**src/rtl/fetch_unit.sv**
```systemverilog
// Instruction-fetch stage: one outstanding imem request, registered instruction to decode.
// Optional watchdog on WAIT/DRAIN enabled by defining FETCH_TIMEOUT_EN.
module fetch_unit #(
  parameter int              XLEN           = 32,
  parameter int              ILEN           = 32,
  parameter logic [ILEN-1:0] NOP_INSTR      = 32'h00000013,
  parameter int              TIMEOUT_CYCLES = 16
) (
  input  logic            clk,
  input  logic            rst,
  input  logic [XLEN-1:0] pc,
  input  logic            flush,
  output logic            pc_en,
  output logic            imem_req_valid,
  input  logic            imem_req_ready,
  output logic [XLEN-1:0] imem_req_addr,
  input  logic            imem_rsp_valid,
  input  logic [ILEN-1:0] imem_rsp_data,
  output logic            instr_valid,
  input  logic            instr_ready,
  output logic [ILEN-1:0] instr,
  output logic [XLEN-1:0] instr_pc,
  output logic            fault
);

  typedef enum logic [2:0] {S_IDLE, S_REQ, S_WAIT, S_DRAIN, S_HOLD} state_e;

  state_e          state_q, state_d;
  logic            instr_valid_q, instr_valid_d;
  logic [ILEN-1:0] instr_q, instr_d;
  logic [XLEN-1:0] instr_pc_q, instr_pc_d;
  logic            fault_q, fault_d;

  logic misaligned, req_fire, accept, timeout;

  assign misaligned = |pc[1:0];
  assign req_fire   = (state_q == S_REQ) && !misaligned && imem_req_ready;
  assign accept     = (state_q == S_HOLD) && instr_ready;

`ifdef FETCH_TIMEOUT_EN
  localparam int WD_W = $clog2(TIMEOUT_CYCLES + 1);
  logic [WD_W-1:0] wd_q, wd_d;

  assign timeout = (wd_q == WD_W'(TIMEOUT_CYCLES));

  // Counter restarts on every entry into WAIT/DRAIN, including WAIT -> DRAIN.
  always_comb begin
    wd_d = '0;
    if ((state_d == S_WAIT || state_d == S_DRAIN) && state_d == state_q)
      wd_d = wd_q + WD_W'(1);
  end

  always_ff @(posedge clk or posedge rst) begin
    if (rst) wd_q <= '0;
    else     wd_q <= wd_d;
  end
`else
  logic unused_timeout_cfg;
  // Without the watchdog, TIMEOUT_CYCLES has no effect.
  assign unused_timeout_cfg = ^TIMEOUT_CYCLES;
  assign timeout            = 1'b0;
`endif

  // pc_en must pulse in the same cycle the instruction is taken or the redirect is seen.
  assign pc_en          = (state_q != S_IDLE) && (flush || accept);
  assign imem_req_valid = (state_q == S_REQ) && !misaligned;
  assign imem_req_addr  = (state_q == S_REQ) ? pc : '0;
  assign instr_valid    = instr_valid_q;
  assign instr          = instr_q;
  assign instr_pc       = instr_pc_q;
  assign fault          = fault_q;

  always_comb begin
    state_d       = state_q;
    instr_valid_d = instr_valid_q;
    instr_d       = instr_q;
    instr_pc_d    = instr_pc_q;
    fault_d       = fault_q;
    case (state_q)
      S_IDLE: state_d = S_REQ;
      S_REQ: begin
        if (misaligned && !flush) begin
          instr_valid_d = 1'b1;
          fault_d       = 1'b1;
          instr_d       = NOP_INSTR;
          instr_pc_d    = pc;
          state_d       = S_HOLD;
        end else if (req_fire) begin
          instr_pc_d = pc;
          state_d    = flush ? S_DRAIN : S_WAIT;
        end
      end
      S_WAIT: begin
        if (imem_rsp_valid) begin
          if (flush) begin
            state_d = S_REQ;
          end else begin
            instr_d       = imem_rsp_data;
            instr_valid_d = 1'b1;
            fault_d       = 1'b0;
            state_d       = S_HOLD;
          end
        end else if (flush) begin
          state_d = S_DRAIN;
        end else if (timeout) begin
          instr_d       = NOP_INSTR;
          instr_valid_d = 1'b1;
          fault_d       = 1'b1;
          state_d       = S_HOLD;
        end
      end
      // The in-flight response is dropped; a flush here only moves pc.
      S_DRAIN: if (imem_rsp_valid || timeout) state_d = S_REQ;
      S_HOLD: begin
        if (flush || instr_ready) begin
          instr_valid_d = 1'b0;
          state_d       = S_REQ;
        end
      end
      default: state_d = S_IDLE;
    endcase
  end

  always_ff @(posedge clk or posedge rst) begin
    if (rst) begin
      state_q       <= S_IDLE;
      instr_valid_q <= 1'b0;
      instr_q       <= NOP_INSTR;
      instr_pc_q    <= '0;
      fault_q       <= 1'b0;
    end else begin
      state_q       <= state_d;
      instr_valid_q <= instr_valid_d;
      instr_q       <= instr_d;
      instr_pc_q    <= instr_pc_d;
      fault_q       <= fault_d;
    end
  end

endmodule

```
**config.mk**
```make
export PLATFORM = sky130hd
export DESIGN_NAME = fetch_unit
export DESIGN_NICKNAME = d
export VERILOG_FILES = /design/src/rtl/fetch_unit.sv
export SDC_FILE = /design/constraint.sdc
export NUM_CORES = 1
export LEC_CHECK = 0
export BUFFER_PORTS_ARGS = -buffer_cell sky130_fd_sc_hd__buf_2
export CORE_AREA = 2 2 82 84
export DETAILED_ROUTE_END_ITERATION = 6
export DIE_AREA = 0 0 84 86
export GPL_TIMING_DRIVEN = 0
export PLACE_DENSITY = 0.89
export SLEW_MARGIN = 20
export SYNTH_ARGS = -nofsm -noshare
export SYNTH_HDL_FRONTEND = slang
export SYNTH_SLANG_ARGS = --single-unit
```
**constraint.sdc**
```tcl
create_clock -name clk -period 4.3 [get_ports clk]
set_clock_uncertainty 0.05 [all_clocks]
set_input_delay 0 -clock clk [delete_from_list [all_inputs] [get_ports clk]]
set_output_delay 0 -clock clk [all_outputs]
set_load 0.005 [all_outputs]
```
==> run_results.csv, run 1 <==
group,metric,value,unit
clock_tree,cts_sinks,69,
floorplanning,start_util,0.452,
worst_setup_path,ff2ff_setup_slack,2020,ps
clock_tree,cts_max_path_buffers,2,
placement,place_congestion,0.764,
logic_synthesis,synth_xor_area_frac,0,
final_layout,drive_above_1_share,0.436,
worst_setup_path,cp-endpoint,"instr[30]",
power_and_ir_drop,peakVddDrop,434,uV
logic_synthesis,ys_ff_latch,69,
placement,dpl.hpwl,5.43,mm
floorplanning,core,6280,um^2
routing,routed_via_density,5.06,
logic_synthesis,synthSimpleGateAreaFrac,0.114,
logic_synthesis,synthAdderAreaFrac,0,
flow_run,maxCapViolations,0,
routing,drt_iter0_markers,83,
worst_setup_path,end_kind,"register",
clock_tree,numCtsBuffers,9,
power_and_ir_drop,clkPwrFrac,0.259,
power_and_ir_drop,power.total,2.56,mW
logic_synthesis,synthesis.nets,280,
power_and_ir_drop,power_density,541,nW/um^2
global_route,grt_max_degree,44,
power_and_ir_drop,p_sw,0.788,mW
worst_setup_path,crit_path_max_fanout,10,
placement,numPortBuffers,169,
final_layout,finalNetCount,528,
sta,fin_crit_sh,0.531,
logic_synthesis,syn_avg_cell_area,13.5,um^2
worst_setup_path,cp_slowest_cell,"nor4b_1",
routing,wl_per_cell,17.3,um
floorplanning,die_x,84,um
sta,slew_headroom,0.475,
final_layout,syn2layout_area_growth,66.7,%
power_and_ir_drop,leakage,2.46,nW
worst_setup_path,critPathBufInv,1,
clock_tree,hold_buffers,67,
routing,ant_nets,0,
worst_setup_path,path_cells,"nand2b_1 > nor4b_1 > nor2_1 > clkbuf_1 > a22o_1",
logic_synthesis,syn_area,2840,um^2
final_layout,layout_common_cells,"171 x buf_2, 67 x dlygate4sd3_1, 66 x dfrtp_1, 32 x and2_1, 30 x mux2_1",
logic_synthesis,ys_warn_count,0,
clock_tree,cts_root_buf,"clkbuf_8",
worst_setup_path,startpoint,"state_q[2]",
final_layout,antennaDiodeCount,0,
global_route,antenna_found_initial,0,
worst_setup_path,r2r_cells,5,
logic_synthesis,synth_cells,210,
sta,setup_viol,0,
global_route,first_global_vias,2954,
worst_setup_path,critPathKind,"reg -> reg",
sta,maxSlewViolCount,0,
global_route,grt_usage,0.267,
floorplanning,die_h,86,um
routing,firstDrtPassIters,4,
routing,vias,2734,
sta,fmax,0.438,GHz
global_route,grt_pass1_wl,14.9,mm
sta,holdWs,45.3,ps
logic_synthesis,synthMuxAreaShare,0.131,
power_and_ir_drop,internal_power,1.77,mW
floorplanning,fp-row-count,29,
routing,routed_wl,9.36,mm
clock_tree,cts_tree,"built",
clock_tree,worstSkewPairLatency,330,ps
final_layout,fill_cells,390,
power_and_ir_drop,power_switching_share,0.308,
hold_path,min_path_type,"in -> reg",
floorplanning,boundaryPins,170,
worst_setup_path,max_stage_delay,670,ps
placement,dp_slack,2150,ps
worst_setup_path,path_delay_family,"simple AND/OR/NAND/NOR gates",
clock_tree,cts.repair.resized,0,
final_layout,layout_commonest_cell,"buf_2",
clock_tree,clk_pin_slew,80,ps
power_and_ir_drop,pwr-share-comb,0.363,
logic_synthesis,synth-compound-area-share,0.119,
logic_synthesis,synth_cell_types,30,
sta,tns,0,ps
logic_synthesis,synth_top_family_by_area,"multiplexers",
worst_setup_path,r2r_end,"instr[30]",
global_route,gr-total-overflow,0,
worst_setup_path,startpoint_type,"register",
logic_synthesis,seq_area_frac_synth,0.609,
worst_setup_path,r2r-start,"state_q[2]",
sta,hold_viol,0,
status,status,"finished clean",
hold_path,whs_path_depth,3,
clock_tree,cts_max_level,3,
sta,rsz0062_at_grt,"no",
sta,fin_crit,2280,ps
worst_setup_path,path_depth,5,
worst_setup_path,cp.required,4460,ps
floorplanning,die_area,7220,um^2
power_and_ir_drop,p_seq_frac,0.378,
sta,timing.final.ws_setup,2020,ps
sta,worst_slew_pin_slew,776,ps
routing,drc,0,
clock_tree,cts_post_setup_buffers_inserted,0,
worst_setup_path,crit_arrival,2450,ps
-- power by group through the flow --
stage          clock [mW]  sequential [mW]  combinational (mW)
2_1_floorplan           0            0.987               0.422
5_1_grt             0.705            0.998                1.02
3_5_place_dp            0            0.975               0.873
3_3_place_gp            0            0.964               0.841
6_report            0.663            0.969               0.929
4_1_cts             0.673            0.966               0.921
-- final cells by class --
| cell class | instances | area [um^2] | area share |
|---|---|---|---|
| clock inverters | 5 | 106 | 0.0225 |
| flip-flops and latches | 69 | 1730 | 0.366 |
| plain buffers | 12 | 70.1 | 0.0148 |
| repair buffers | 237 | 1540 | 0.325 |
| clock buffers | 11 | 151 | 0.0320 |
| well taps | 77 | 96.3 | 0.0204 |
| inverters | 2 | 10.0 | 0.00211 |
| multi-input cells | 127 | 1030 | 0.218 |
-- sequential cells by signal, indices dropped and copies added, names as in the netlist --
register	count
state_q	3
instr	32
fault	1
instr_valid	1
instr_pc	32
-- synthesized netlist by cell type --
| library cell | number | area, um^2 |
|---|---|---|
| and3_1 | 1 | 6.26 |
| o211ai_1 | 1 | 7.51 |
| nor3b_2 | 1 | 12.5 |
| nand2_1 | 5 | 18.8 |
| clkbuf_1 | 7 | 26.3 |
| inv_1 | 2 | 7.51 |
| a21o_1 | 1 | 7.51 |
| or4b_2 | 1 | 10.0 |
| nor3_2 | 1 | 10.0 |
| o22a_1 | 3 | 26.3 |
| a21oi_1 | 1 | 5.00 |
| a211o_1 | 1 | 8.76 |
| nand3b_1 | 1 | 7.51 |
| nor4b_1 | 1 | 8.76 |
| nand2b_1 | 1 | 6.26 |
| or3b_1 | 1 | 8.76 |
| or2_2 | 1 | 6.26 |
| mux2_1 | 30 | 338 |
| nand3_1 | 1 | 5.00 |
| mux2_2 | 3 | 33.8 |
| a22o_1 | 29 | 254 |
| o21bai_1 | 1 | 7.51 |
| buf_2 | 2 | 10.0 |
| buf_6 | 3 | 33.8 |
| and2_1 | 32 | 200 |
| o21ai_0 | 4 | 20.0 |
| nor2_1 | 5 | 18.8 |
| nor3_1 | 1 | 5.00 |
| dfstp_2 | 3 | 78.8 |
| dfrtp_1 | 66 | 1650 |
-- per-layer routing --
layer / track usage / share of wire / routed length [um]
met4: 0.114 / 0.016 / 154
met3: 0.0751 / 0.071 / 665
met5: 0 / 0 / 0
met2: 0.470 / 0.52 / 4840
met1: 0.306 / 0.40 / 3700
-- per-stage QoR --
step                      instance area (um^2)  std cells  utilization
after global routing                      4730        540        0.754
after detailed placement                  3800        457        0.606
final                                     4730        540        0.754
after CTS                                 4730        540        0.754
after floorplan                           2840        210            -
after global placement                    3780        456        0.603
-- cell families after synthesis --
| group | Yosys count |
|---|---|
| AOI/OAI and AO/OA | 41 |
| buffers and inverters | 14 |
| DFF | 69 |
| muxes | 33 |
| and+or+nand+nor | 53 |
-- tightest hold or removal path, stage by stage --
cell and delay [ps]:
buf_2 80, and3_1 190, o21bai_1 120
-- worst min path at each step --
| stage | start | endpoint | slack, ps |
|---|---|---|---|
| after floorplan | pc[1] | imem_req_valid | -20 |
| after global placement | pc[5] | instr_pc[5] | 170 |
| after detailed placement | rst | instr[31] | -50 |
| after CTS | imem_req_ready | state_q[1] | 30 |
| after global routing | imem_req_ready | state_q[1] | 50 |
| final | imem_req_ready | state_q[1] | 50 |
No activity file was read; power rests on OpenSTA's default activity.
==> run 2, diff against run 1 <==
--- a/config.mk
+++ b/config.mk
@@ -6,11 +6,11 @@
 export NUM_CORES = 1
 export LEC_CHECK = 0
 export BUFFER_PORTS_ARGS = -buffer_cell sky130_fd_sc_hd__buf_2
-export CORE_AREA = 2 2 82 84
+export CORE_AREA = 2 2 89 91
 export DETAILED_ROUTE_END_ITERATION = 6
-export DIE_AREA = 0 0 84 86
+export DIE_AREA = 0 0 91 93
 export GPL_TIMING_DRIVEN = 0
-export PLACE_DENSITY = 0.89
+export PLACE_DENSITY = 0.8
 export SLEW_MARGIN = 20
 export SYNTH_ARGS = -nofsm -noshare
 export SYNTH_HDL_FRONTEND = slang
==> constraint.sdc (replaced) <==
create_clock -name clk -period 2 [get_ports clk]
set_clock_uncertainty 0.05 [all_clocks]
set_input_delay 0 -clock clk [delete_from_list [all_inputs] [get_ports clk]]
set_output_delay 0 -clock clk [all_outputs]
set_load 0.005 [all_outputs]
==> run 2 against run 1 <==
  * Routed wire length shrank 6.2%
  * Via count shrank 1.1%
  * Fmax up 19%
  * Clock-buffer cell count fell by 2
  * Highest routed layer unchanged
  * Die area rose by 17%
  * Worst hold slack gained 5.9 ps
  * Global-route usage down 5.7 points
  * Core utilization shrank 13 points
  * Critical endpoint is now instr_pc[10]
  * Non-clock buffer count increased by 1
  * Total power increased by 98%
==> run_results.csv, run 2 (synthesis gave the netlist of run 1 again) <==
group,metric,value,unit
final_layout,layout_commonest_cell,"buf_2",
floorplanning,die_area,8460,um^2
flow_run,maxCapViolations,0,
hold_path,min_path_type,"in -> reg",
placement,numPortBuffers,169,
worst_setup_path,end_kind,"register",
power_and_ir_drop,pwr-share-comb,0.399,
routing,drt_iter0_markers,63,
power_and_ir_drop,power_density,1070,nW/um^2
clock_tree,cts_max_level,3,
sta,hold_viol,0,
clock_tree,clk_pin_slew,70,ps
routing,wl_per_cell,15.5,um
routing,routed_via_density,4.79,
floorplanning,core,7530,um^2
final_layout,fill_cells,587,
final_layout,layout_common_cells,"171 x buf_2, 67 x dlygate4sd3_1, 63 x dfrtp_1, 32 x and2_1, 30 x mux2_1",
worst_setup_path,cp_slowest_cell,"dfrtp_2",
sta,slew_headroom,0.686,
power_and_ir_drop,p_sw,1.68,mW
final_layout,finalNetCount,529,
power_and_ir_drop,peakVddDrop,429,uV
power_and_ir_drop,leakage,2.44,nW
sta,fin_crit,1920,ps
sta,fin_crit_sh,0.962,
clock_tree,worstSkewPairLatency,340,ps
final_layout,antennaDiodeCount,0,
power_and_ir_drop,power.total,5.06,mW
global_route,grt_pass1_wl,14.0,mm
placement,dpl.cell_count,482,
sta,worst_slew_pin_slew,472,ps
sta,setup_viol,0,
worst_setup_path,path_cells,"or3b_1 > nor3_4 > nor2_2 > buf_6 > mux2_1",
floorplanning,die_x,91,um
sta,maxSlewViolCount,0,
floorplanning,boundaryPins,170,
worst_setup_path,max_stage_delay,460,ps
worst_setup_path,crit_arrival,2080,ps
power_and_ir_drop,clkPwrFrac,0.189,
sta,fmax,0.520,GHz
worst_setup_path,path_delay_family,"simple AND/OR/NAND/NOR gates",
routing,ant_nets,0,
routing,vias,2705,
clock_tree,cts_tree,"built",
worst_setup_path,startpoint_type,"register",
global_route,antenna_found_initial,0,
floorplanning,die_h,93,um
floorplanning,start_util,0.377,
status,status,"finished clean",
routing,routed_wl,8.78,mm
global_route,gr-total-overflow,0,
power_and_ir_drop,p_seq_frac,0.412,
routing,drc,0,
power_and_ir_drop,internal_power,3.38,mW
clock_tree,cts_sinks,69,
worst_setup_path,critPathKind,"reg -> reg",
worst_setup_path,critPathBufInv,1,
global_route,first_global_vias,2831,
routing,firstDrtPassIters,4,
global_route,grt_max_degree,42,
global_route,grt_usage,0.210,
final_layout,drive_above_1_share,0.458,
final_layout,fin_cells,565,
sta,rsz0062_at_grt,"yes",
worst_setup_path,cp.required,2160,ps
clock_tree,cts_root_buf,"clkbuf_8",
placement,place_congestion,0.764,
final_layout,syn2layout_area_growth,66.2,%
placement,dpl.hpwl,5.34,mm
clock_tree,numCtsBuffers,9,
power_and_ir_drop,power_switching_share,0.332,
floorplanning,fp-row-count,32,
worst_setup_path,crit_path_max_fanout,10,
clock_tree,cts_max_path_buffers,2,
run 2: stage by stage:
stage	setup TNS, ps	instance area (um^2)	setup slack (ps)	utilization	hold slack [ps]
floorplan	0	2840	174	-	-15.8
global placement	-41000	3810	-514	0.507	172
detailed placement	-8240	3840	-189	0.510	-44.0
CTS	0	4710	0.404	0.625	27.0
global route	-47.7	4720	-19.1	0.627	31.9
finish	0	4720	75.5	0.627	51.1
run 2: worst paths after layout:
check,to,cells past startpoint,startpoint,slack [ps]
worst max register to register,instr_pc[10],5,state_q[1],80
max in group asynchronous,instr[0],4,rst,1170
worst min register to register,instr_pc[12],1,instr_pc[12],440
worst min-delay path,state_q[1],3,imem_req_ready,50
min in group asynchronous,instr[31],3,rst,150
worst max-delay path,instr_pc[10],5,state_q[1],80
run 2: routing by layer:
metal  part of all wire  global-route usage  vias to the layer above
met2               0.50               0.377                      147
met5                  0                   0                        -
met1               0.39               0.237                     1295
met3              0.079              0.0540                       18
li1                   -                   -                     1245
met4              0.024              0.0871                        0
run 2: area by class of cell:
| cell class | count | area (um^2) | area share |
|---|---|---|---|
| Clock inverter | 6 | 41.3 | 0.00875 |
| Timing Repair Buffer | 238 | 1540 | 0.327 |
| Sequential cell | 69 | 1730 | 0.367 |
| Inverter | 2 | 10.0 | 0.00212 |
| Buffer | 12 | 76.3 | 0.0162 |
| Multi-Input combinational cell | 127 | 1060 | 0.225 |
| Clock buffer | 9 | 124 | 0.0262 |
| Tap cell | 102 | 128 | 0.0270 |
run 2: power groups by stage:
stage	Combinational (mW)	Clock, mW	Sequential (mW)
final	2.02	0.956	2.09
after detailed placement	1.88	0	2.09
after CTS	2.01	0.981	2.08
after global routing	2.23	1.03	2.15
after global placement	1.82	0	2.07
after floorplan	0.908	0	2.12
run 2: worst register-to-register path: stages (launching register included):
cell	delay, ps
dfrtp_2	460
or3b_1	450
nor3_4	220
nor2_2	140
buf_6	170
mux2_1	320
run 2: repair_timing:
item / in CTS / in global routing
pin swaps: 1 / 1
buffers inserted: 1 / 0
hold buffers: 67 / 0
hold endpoints to repair: 132 / 0
gates resized for setup: 9 / 7
setup endpoints to repair: 72 / 62
